### src/rtl/occupancy_tracker.sv
// occupancy_tracker
//
// Keeps a registered occupancy count for a stack of nested zones fed by
// several doors. Each accepted sample carries, for every (door, zone) pair,
// an entered count and an exited count. The block forms the next occupancy
// of every zone at full precision, then checks three invariants: no zone
// goes negative, no zone exceeds the count word, and an inner zone never
// holds more people than the zone enclosing it. A clean sample is
// committed. A violating sample leaves the counts untouched and is reported.
//
// Optional feature macro: OCCMON_STICKY_FAULT_EN
//   defined   : fault/fault_kind/fault_zone latch the first violation and
//               hold it until clr_fault (a violation on the same edge wins).
//   undefined : fault/fault_kind/fault_zone describe the current result;
//               clr_fault is ignored.
//
// Handshake (both sides): a transfer happens on a rising edge where
// valid && ready. in_ready = !out_valid || out_ready, so the single output
// register is refilled on the same edge it is drained (no bubble).
//
// Ports
//   clk, rst_n      clock, asynchronous active-low reset
//   in_valid/ready  sample handshake
//   in_events       slot k = d*NZONES+z at [2*WORDLEN*(k+1)-1 : 2*WORDLEN*k],
//                   upper WORDLEN = entered, lower WORDLEN = exited
//   out_valid/ready result handshake
//   out_counts      committed occupancy, zone 0 in the LSBs
//   commit          the result's sample was applied
//   fault           fault indication (mode depends on the macro above)
//   fault_kind      01 underflow, 10 overflow, 11 nesting, 00 none
//   fault_zone      zone of the reported fault
//   clr_fault       clears a sticky fault
module occupancy_tracker #(
  parameter int NDOORS  = 3,
  parameter int NZONES  = 2,
  parameter int WORDLEN = 10,
  localparam int ZW     = (NZONES > 1) ? $clog2(NZONES) : 1
) (
  input  logic                               clk,
  input  logic                               rst_n,
  input  logic                               in_valid,
  output logic                               in_ready,
  input  logic [2*WORDLEN*NZONES*NDOORS-1:0] in_events,
  output logic                               out_valid,
  input  logic                               out_ready,
  output logic [NZONES*WORDLEN-1:0]          out_counts,
  output logic                               commit,
  output logic                               fault,
  output logic [1:0]                         fault_kind,
  output logic [ZW-1:0]                      fault_zone,
  input  logic                               clr_fault
);

  // Wide enough that cnt + NDOORS*max_entered and 0 - NDOORS*max_exited
  // both fit without wrapping, plus a sign bit.
  localparam int SW  = WORDLEN + $clog2(NDOORS) + 2;
  localparam int PAD = SW - WORDLEN;
  localparam logic signed [SW-1:0] MAX_CNT = $signed({{PAD{1'b0}}, {WORDLEN{1'b1}}});

  localparam logic [1:0] KIND_NONE  = 2'b00;
  localparam logic [1:0] KIND_UNDER = 2'b01;
  localparam logic [1:0] KIND_OVER  = 2'b10;
  localparam logic [1:0] KIND_NEST  = 2'b11;

  logic [NZONES*WORDLEN-1:0] cnt_q;
  logic signed [SW-1:0]      nxt [NZONES];
  logic [NZONES*WORDLEN-1:0] nxt_cnt;
  logic [1:0]                v_kind;
  logic [ZW-1:0]             v_zone;
  logic                      viol;
  logic                      accept;

  assign in_ready   = !out_valid || out_ready;
  assign accept     = in_valid && in_ready;
  assign out_counts = cnt_q;

  // Unwrapped next occupancy per zone.
  always_comb begin
    nxt_cnt = '0;
    for (int z = 0; z < NZONES; z++) begin
      nxt[z] = $signed({{PAD{1'b0}}, cnt_q[z*WORDLEN +: WORDLEN]});
      for (int d = 0; d < NDOORS; d++) begin
        nxt[z] = nxt[z]
               + $signed({{PAD{1'b0}}, in_events[(2*(d*NZONES+z)+1)*WORDLEN +: WORDLEN]})
               - $signed({{PAD{1'b0}}, in_events[(2*(d*NZONES+z))*WORDLEN +: WORDLEN]});
      end
      nxt_cnt[z*WORDLEN +: WORDLEN] = nxt[z][WORDLEN-1:0];
    end
  end

  // Fault classification. Each kind is scanned from the highest zone down
  // so the lowest zone overwrites last; kinds are scanned from lowest to
  // highest priority so underflow overwrites overflow overwrites nesting.
  always_comb begin
    v_kind = KIND_NONE;
    v_zone = '0;
    for (int z = NZONES - 2; z >= 0; z--) begin
      if (nxt[z] < nxt[z+1]) begin
        v_kind = KIND_NEST;
        v_zone = ZW'(z + 1);
      end
    end
    for (int z = NZONES - 1; z >= 0; z--) begin
      if (nxt[z] > MAX_CNT) begin
        v_kind = KIND_OVER;
        v_zone = ZW'(z);
      end
    end
    for (int z = NZONES - 1; z >= 0; z--) begin
      if (nxt[z][SW-1]) begin
        v_kind = KIND_UNDER;
        v_zone = ZW'(z);
      end
    end
    viol = (v_kind != KIND_NONE);
  end

  // Committed counts and the output register.
  always_ff @(posedge clk or negedge rst_n) begin
    if (!rst_n) begin
      cnt_q     <= '0;
      out_valid <= 1'b0;
      commit    <= 1'b0;
    end else begin
      if (accept) begin
        out_valid <= 1'b1;
        commit    <= !viol;
        if (!viol) cnt_q <= nxt_cnt;
      end else if (out_ready) begin
        out_valid <= 1'b0;
      end
    end
  end

`ifdef OCCMON_STICKY_FAULT_EN
  logic          sticky_q;
  logic [1:0]    kind_q;
  logic [ZW-1:0] zone_q;

  // The first violation since the last clear is kept. When a clear and a
  // violation share an edge, the violation becomes the new first fault.
  always_ff @(posedge clk or negedge rst_n) begin
    if (!rst_n) begin
      sticky_q <= 1'b0;
      kind_q   <= KIND_NONE;
      zone_q   <= '0;
    end else if (accept && viol) begin
      sticky_q <= 1'b1;
      if (!sticky_q || clr_fault) begin
        kind_q <= v_kind;
        zone_q <= v_zone;
      end
    end else if (clr_fault) begin
      sticky_q <= 1'b0;
      kind_q   <= KIND_NONE;
      zone_q   <= '0;
    end
  end

  assign fault      = sticky_q;
  assign fault_kind = kind_q;
  assign fault_zone = zone_q;
`else
  logic [1:0]    res_kind_q;
  logic [ZW-1:0] res_zone_q;
  logic          unused_clr;

  always_ff @(posedge clk or negedge rst_n) begin
    if (!rst_n) begin
      res_kind_q <= KIND_NONE;
      res_zone_q <= '0;
    end else if (accept) begin
      res_kind_q <= v_kind;
      res_zone_q <= v_zone;
    end
  end

  assign unused_clr = clr_fault;
  assign fault      = (res_kind_q != KIND_NONE);
  assign fault_kind = res_kind_q;
  assign fault_zone = res_zone_q;
`endif

endmodule

### config.mk
export PLATFORM = sky130hd
export DESIGN_NAME = occupancy_tracker
export DESIGN_NICKNAME = d
export VERILOG_FILES = /design/src/rtl/occupancy_tracker.sv
export SDC_FILE = /design/constraint.sdc
export NUM_CORES = 1
export LEC_CHECK = 0
export ABC_AREA = 1
export CORE_UTILIZATION = 34
export DETAILED_ROUTE_END_ITERATION = 7
export GPL_TIMING_DRIVEN = 1
export PLACE_DENSITY_LB_ADDON = 0.1
export SLEW_MARGIN = 20
export SYNTH_ARGS = -nofsm -noshare
export SYNTH_HDL_FRONTEND = slang
export SYNTH_SLANG_ARGS = --single-unit
### constraint.sdc
create_clock -name clk -period 7.9 [get_ports clk]
set_clock_uncertainty 0.05 [all_clocks]
set_input_delay 2.37 -clock clk [delete_from_list [all_inputs] [get_ports clk]]
set_output_delay 2.37 -clock clk [all_outputs]
set_load 0.02 [all_outputs]
# [Word level (Yosys, flattened, before mapping)]
# Index checks and enable logic that the tools add are counted.
[op_classes] n_addsub=12 multipliers=0 div_mod_pow=0 order_cmp=3 eq_ne=0 n_shift=0 muxes=12 bitwise=1 reduce_logical=8
[ops] cell="$add A14 B11 Y14" n=2
[ops] cell="$gt A14 B11 Y1 const B" n=2
[ops] cell="$sub A13 B11 Y14" n=2
[ops] cell="$sub A14 B11 Y14" n=2
[ops] cell="$add A12 B11 Y13" n=2
[ops] cell="$sub A11 B10 Y12" n=2
[ops] cell="$add A10 B10 Y11" n=2
[ops] cell="$lt A14 B14 Y1" n=1
[ops] cell="$mux W2" n=5
[ops] cell="$mux W1" n=7
[ops] cell="$reduce_bool A2 Y1" n=3
[ops] cell="$logic_not A1 Y1" n=2
[ops] cell="$reduce_and A2 Y1" n=1
[ops] cell="$logic_and A1 B1 Y1" n=1
[ops] cell="$logic_or A1 B1 Y1" n=1
[ops] cell="$not A1 Y1" n=1
[word_totals] register_bits=25 latch_bits=0 ramBits=0 mem_bits_ro=0 input_bits=125 out_inout_bits=27 word_cells=41 memories=0

# [Depth between registers and ports, before layout]
[logic_depth] ltp_word=15 depth_mapped=38 mapped_depth_nobuf=38

# [Worst setup path after synthesis]
# OpenSTA, ideal clock, no wires.
[synth_timing] path_kind="input port to flip-flop" startpoint="input in_events[13]" endpoint="register cnt_q[2], in the netlist out_counts[2]" setup_ns=0.118 t_arrival_ns=7.113 required_ns=7.733 path_slack_ns=0.619 cell_stages=32 n_path_buf=1 path_cell_list="inv_1 > fa_1 > inv_1 > ha_1 > a21oi_1 > o21ai_0 > a21oi_1 > o21bai_1 > a21o_1 > a21oi_1 > nor2_1 > o21ai_0 > nand2_1 > xor2_1 > ha_1 > ha_1 > ha_1 > nand2_2 > inv_1 > a21oi_1 > nand3_2 > a31oi_1 > ha_1 > inv_1 > o21bai_1 > nor2_2 > nand3_1 > nand2_1 > nand4_2 > buf_6 > nand2_1 > nand2_1"
[synth_via] elab_chain_cells=15 word_cells_on_any_way=16 cone_classes="add/sub: 6; order compare: 2; mux: 5; bitwise: 1; reduce/logical: 2"
[synth_lines] element="start: declaration" line="43" rtl="input logic [2*WORDLEN*NZONES*NDOORS-1:0] in_events,"
[synth_lines] element="$add A10 B10 Y11 *" line="84" rtl="+ $signed({{PAD{1'b0}}, in_events[(2*(d*NZONES+z)+1)*WORDLEN +: WORDLEN]})"
[synth_lines] element="$sub A11 B10 Y12 *" line="85" rtl="- $signed({{PAD{1'b0}}, in_events[(2*(d*NZONES+z))*WORDLEN +: WORDLEN]});"
[synth_lines] element="$add A12 B11 Y13 *" line="84"
[synth_lines] element="$sub A13 B11 Y14 *" line="85"
[synth_lines] element="$add A14 B11 Y14 *" line="84"
[synth_lines] element="$sub A14 B11 Y14 *" line="85"
[synth_lines] element="$lt A14 B14 Y1" line="98" rtl="if (nxt[z] < nxt[z+1]) begin"
[synth_lines] element="$mux W2" line="98"
[synth_lines] element="$mux W2 (2 in series)" line="104" rtl="if (nxt[z] > MAX_CNT) begin"
[synth_lines] element="$mux W2" line="110" rtl="if (nxt[z][SW-1]) begin"
[synth_lines] element="$mux W2 *" line="110"
[synth_lines] element="$reduce_bool A2 Y1 *" line="115" rtl="viol = (v_kind != KIND_NONE);"
[synth_lines] element="$not A1 Y1 (no line) *"
[synth_lines] element="$reduce_and A2 Y1 (no line) *"
[synth_lines] element="end signal: assignment" line="128" rtl="if (!viol) cnt_q <= nxt_cnt;"
[synth_lines] element="end: declaration" line="65" rtl="logic [NZONES*WORDLEN-1:0] cnt_q;"
# Every way passes the cells marked *; elsewhere a longest branch is shown, timed or not.
# A chain may end at the register's enable or synchronous reset.

# [Worst setup path after layout]
[layout_timing] startpoint="input in_events[12]" endpoint="register cnt_q[17], in the netlist out_counts[17]"
# Same word-level chain as after synthesis.

==> flow_summary.ini <==
[detailed_routing]
drt_first_iter_violations = 120
met2_length_um = 7090
vias_per_cell = 4.35
wl_met1_um = 6120
wirelength_um = 13800
wl_per_cell_um = 12.1
met3RoutedLength_um = 574
drcViolationCount = 0
first_pass_iters = 4
final_antenna_net_count = 0
topRoutingLayerUsed = met4
vias = 4982

[yosys]
synth_edf_count = 0
syn_area_um2 = 5590
synth_top_area_share_pct = 29.4
async_reset_ff_share_pct = 100
synth_warnings = 0
ys_seq_elements = 25
synthFlopType = dfrtp_1
syn_area_per_cell_um2 = 7.86
synth_largest_area_cell = fa_1
ys_top_cells_by_count = 215 x inv_1, 136 x nand2_1, 82 x fa_1, 63 x ha_1, 34 x nand3_1
syn-instance-count = 712
yosys.cell_count.top_type = inv_1
syn_nets = 982
synthDistinctLibCells = 33
synth_area_leaders = fa_1 29%, inv_1 14%, ha_1 14%
ys_seq_area_share_pct = 11.2

[final_layout]
drive_gt1_share_pct = 22.0
n_fill_cell = 1523
num_antenna_cells = 0
nets = 1199
final_area_um2 = 8570
syn2layout_area_growth_pct = 53.3

[timing]
period_minus_slack_ps = 7690
tns_ps = 0
worstMarginPinSlew_ps = 350
fmax_ghz = 0.130
report.final.hold_viol_count = 0
fin_hold_ws_ps = 448
slew_headroom_pct = 76.6
slew_violations = 0
fin_crit_sh_pct = 97.3
finalSetupViolations = 0

[critical_path]
cpMaxStageDelayCell = fa_1
ff2ff_path_depth = 33
crit_family = adder cells
cp_data_arrival_time_ps = 7840
cpPeakStageDelay_ps = 500
crit_fanout = 5
rr_startpoint = out_counts[11]
path_depth = 36
cp_common_cell = nand2_1
critPathBufInv = 9
startpoint_type = input pin
path_class = in2reg
required_ps = 8060
r2r-end = out_counts[17]
end_kind = flip-flop
worst-r2r-setup-slack_ps = 2150

[global_route]
grt_first_pass_wirelength_um = 21600
antenna_found_initial = 0
grt_start_max_net_pins = 26
grt-ovfl-total = 0
track_usage_pct = 15.8
first_global_vias = 4906

[die]
die_area_um2 = 17000
fp.coreArea_um2 = 15900
start_util_pct = 35.1
die_h_um = 130
rows = 46
fp.dieW_um = 130
io_pins = 152

[place]
place_area_um2 = 7710
place_hpwl_um = 11500
gp_congestion = 0.826
port_buffers = 150

[clocking]
clkSlewWorstSetupHoldPaths_ps = 70
cts_buffers = 3
cts_htree_levels = 1
worstSkewPairLatency_ps = 270
clk_path_buf_depth = 2
cts_tree = yes
cts-root-buf = clkbuf_16
cts_sinks = 25
postCtsHoldBufs = 0

[min_path]
hold_depth = 2
min_to = commit
min-delay-start = commit
hold_path_class = reg2reg

[status]
run_status = complete, no violations

[job]
cap_viol_max_count = 0
-- tightest hold or removal path, stage by stage, from the launching register on --
cell and delay (ps):
dfrtp_1 360, nand2_1 60, nand2_1 50
-- timing repair --
item	CTS	global route
endpoints found under the hold margin	0	0
gates cloned	0	3
setup buffers	0	13
endpoints found under the setup margin	20	24
resized for setup	3	136
pin swaps	0	96
-- metal layers --
metal | GRT usage, % | vias to the layer above
met5 | 0 | -
met4 | 0.410 | 0
met3 | 2.13 | 4
met2 | 29.0 | 77
met1 | 20.7 | 2344
li1 | - | 2557
-- stage by stage --
stage          cells  setup slack [ps]  utilization (%)
6_report        1144               211             53.8
5_1_grt         1144             -63.4             53.8
4_1_cts         1128             0.690             48.9
3_5_place_dp    1124              -319             48.4
3_3_place_gp    1124              -221             48.4
2_1_floorplan    712               619                -
-- cells in the final DEF, fill, tap and decap left out, types with 9 or more instances in the layout --
master and count:
ha_1 47, nand3_1 22, nand2_1 117, xor2_1 15, a21oi_1 13, nand2_2 27
clkdlybuf4s50_1 141, nand3_2 16, nor2_1 15, dfrtp_1 25, buf_4 60, a21oi_2 16
inv_1 206, dlymetal6s2s_1 9, xnor2_1 13, inv_2 11, fa_1 78, ha_4 14
-- how the worst max path moves through the flow --
| stage | slack [ps] | from | to |
|---|---|---|---|
| floorplan | 620 | in_events[13] | out_counts[2] |
| global placement | -220 | in_events[11] | out_counts[19] |
| detailed placement | -320 | in_events[13] | out_counts[19] |
| CTS | 0.7 | in_events[13] | out_counts[19] |
| global route | -60 | in_events[12] | out_counts[17] |
| finish | 210 | in_events[12] | out_counts[17] |
-- sequential cells by signal, summed over array words and instances (netlist names) --
signal and cells:
fault_zone 1, out_counts 20, commit 1, out_valid 1, fault_kind 2
-- layout make-up --
cell class | instances | area [µm²] | area share, %
clock buffers | 3 | 75.1 | 0.876
clock inverters | 1 | 5.00 | 0.0584
inverters | 217 | 815 | 9.50
multi-input cells | 464 | 4680 | 54.6
flip-flops and latches | 25 | 626 | 7.30
well taps | 216 | 270 | 3.15
repair buffers | 218 | 2100 | 24.5
-- cell families after synthesis --
kind of cell	Yosys count	synth area share [%]
AOI/OAI and AO/OA	60	6.35
xor gates and xnor gates	33	5.17
adders and majority gates	145	43.4
DFF	25	11.2
and+or+nand+nor	226	18.3
buffers and inverters	223	15.5
Power is left out: the tool's default activity adds up to more than one toggle a clock period on the data nets, which glitch-free logic cannot reach.
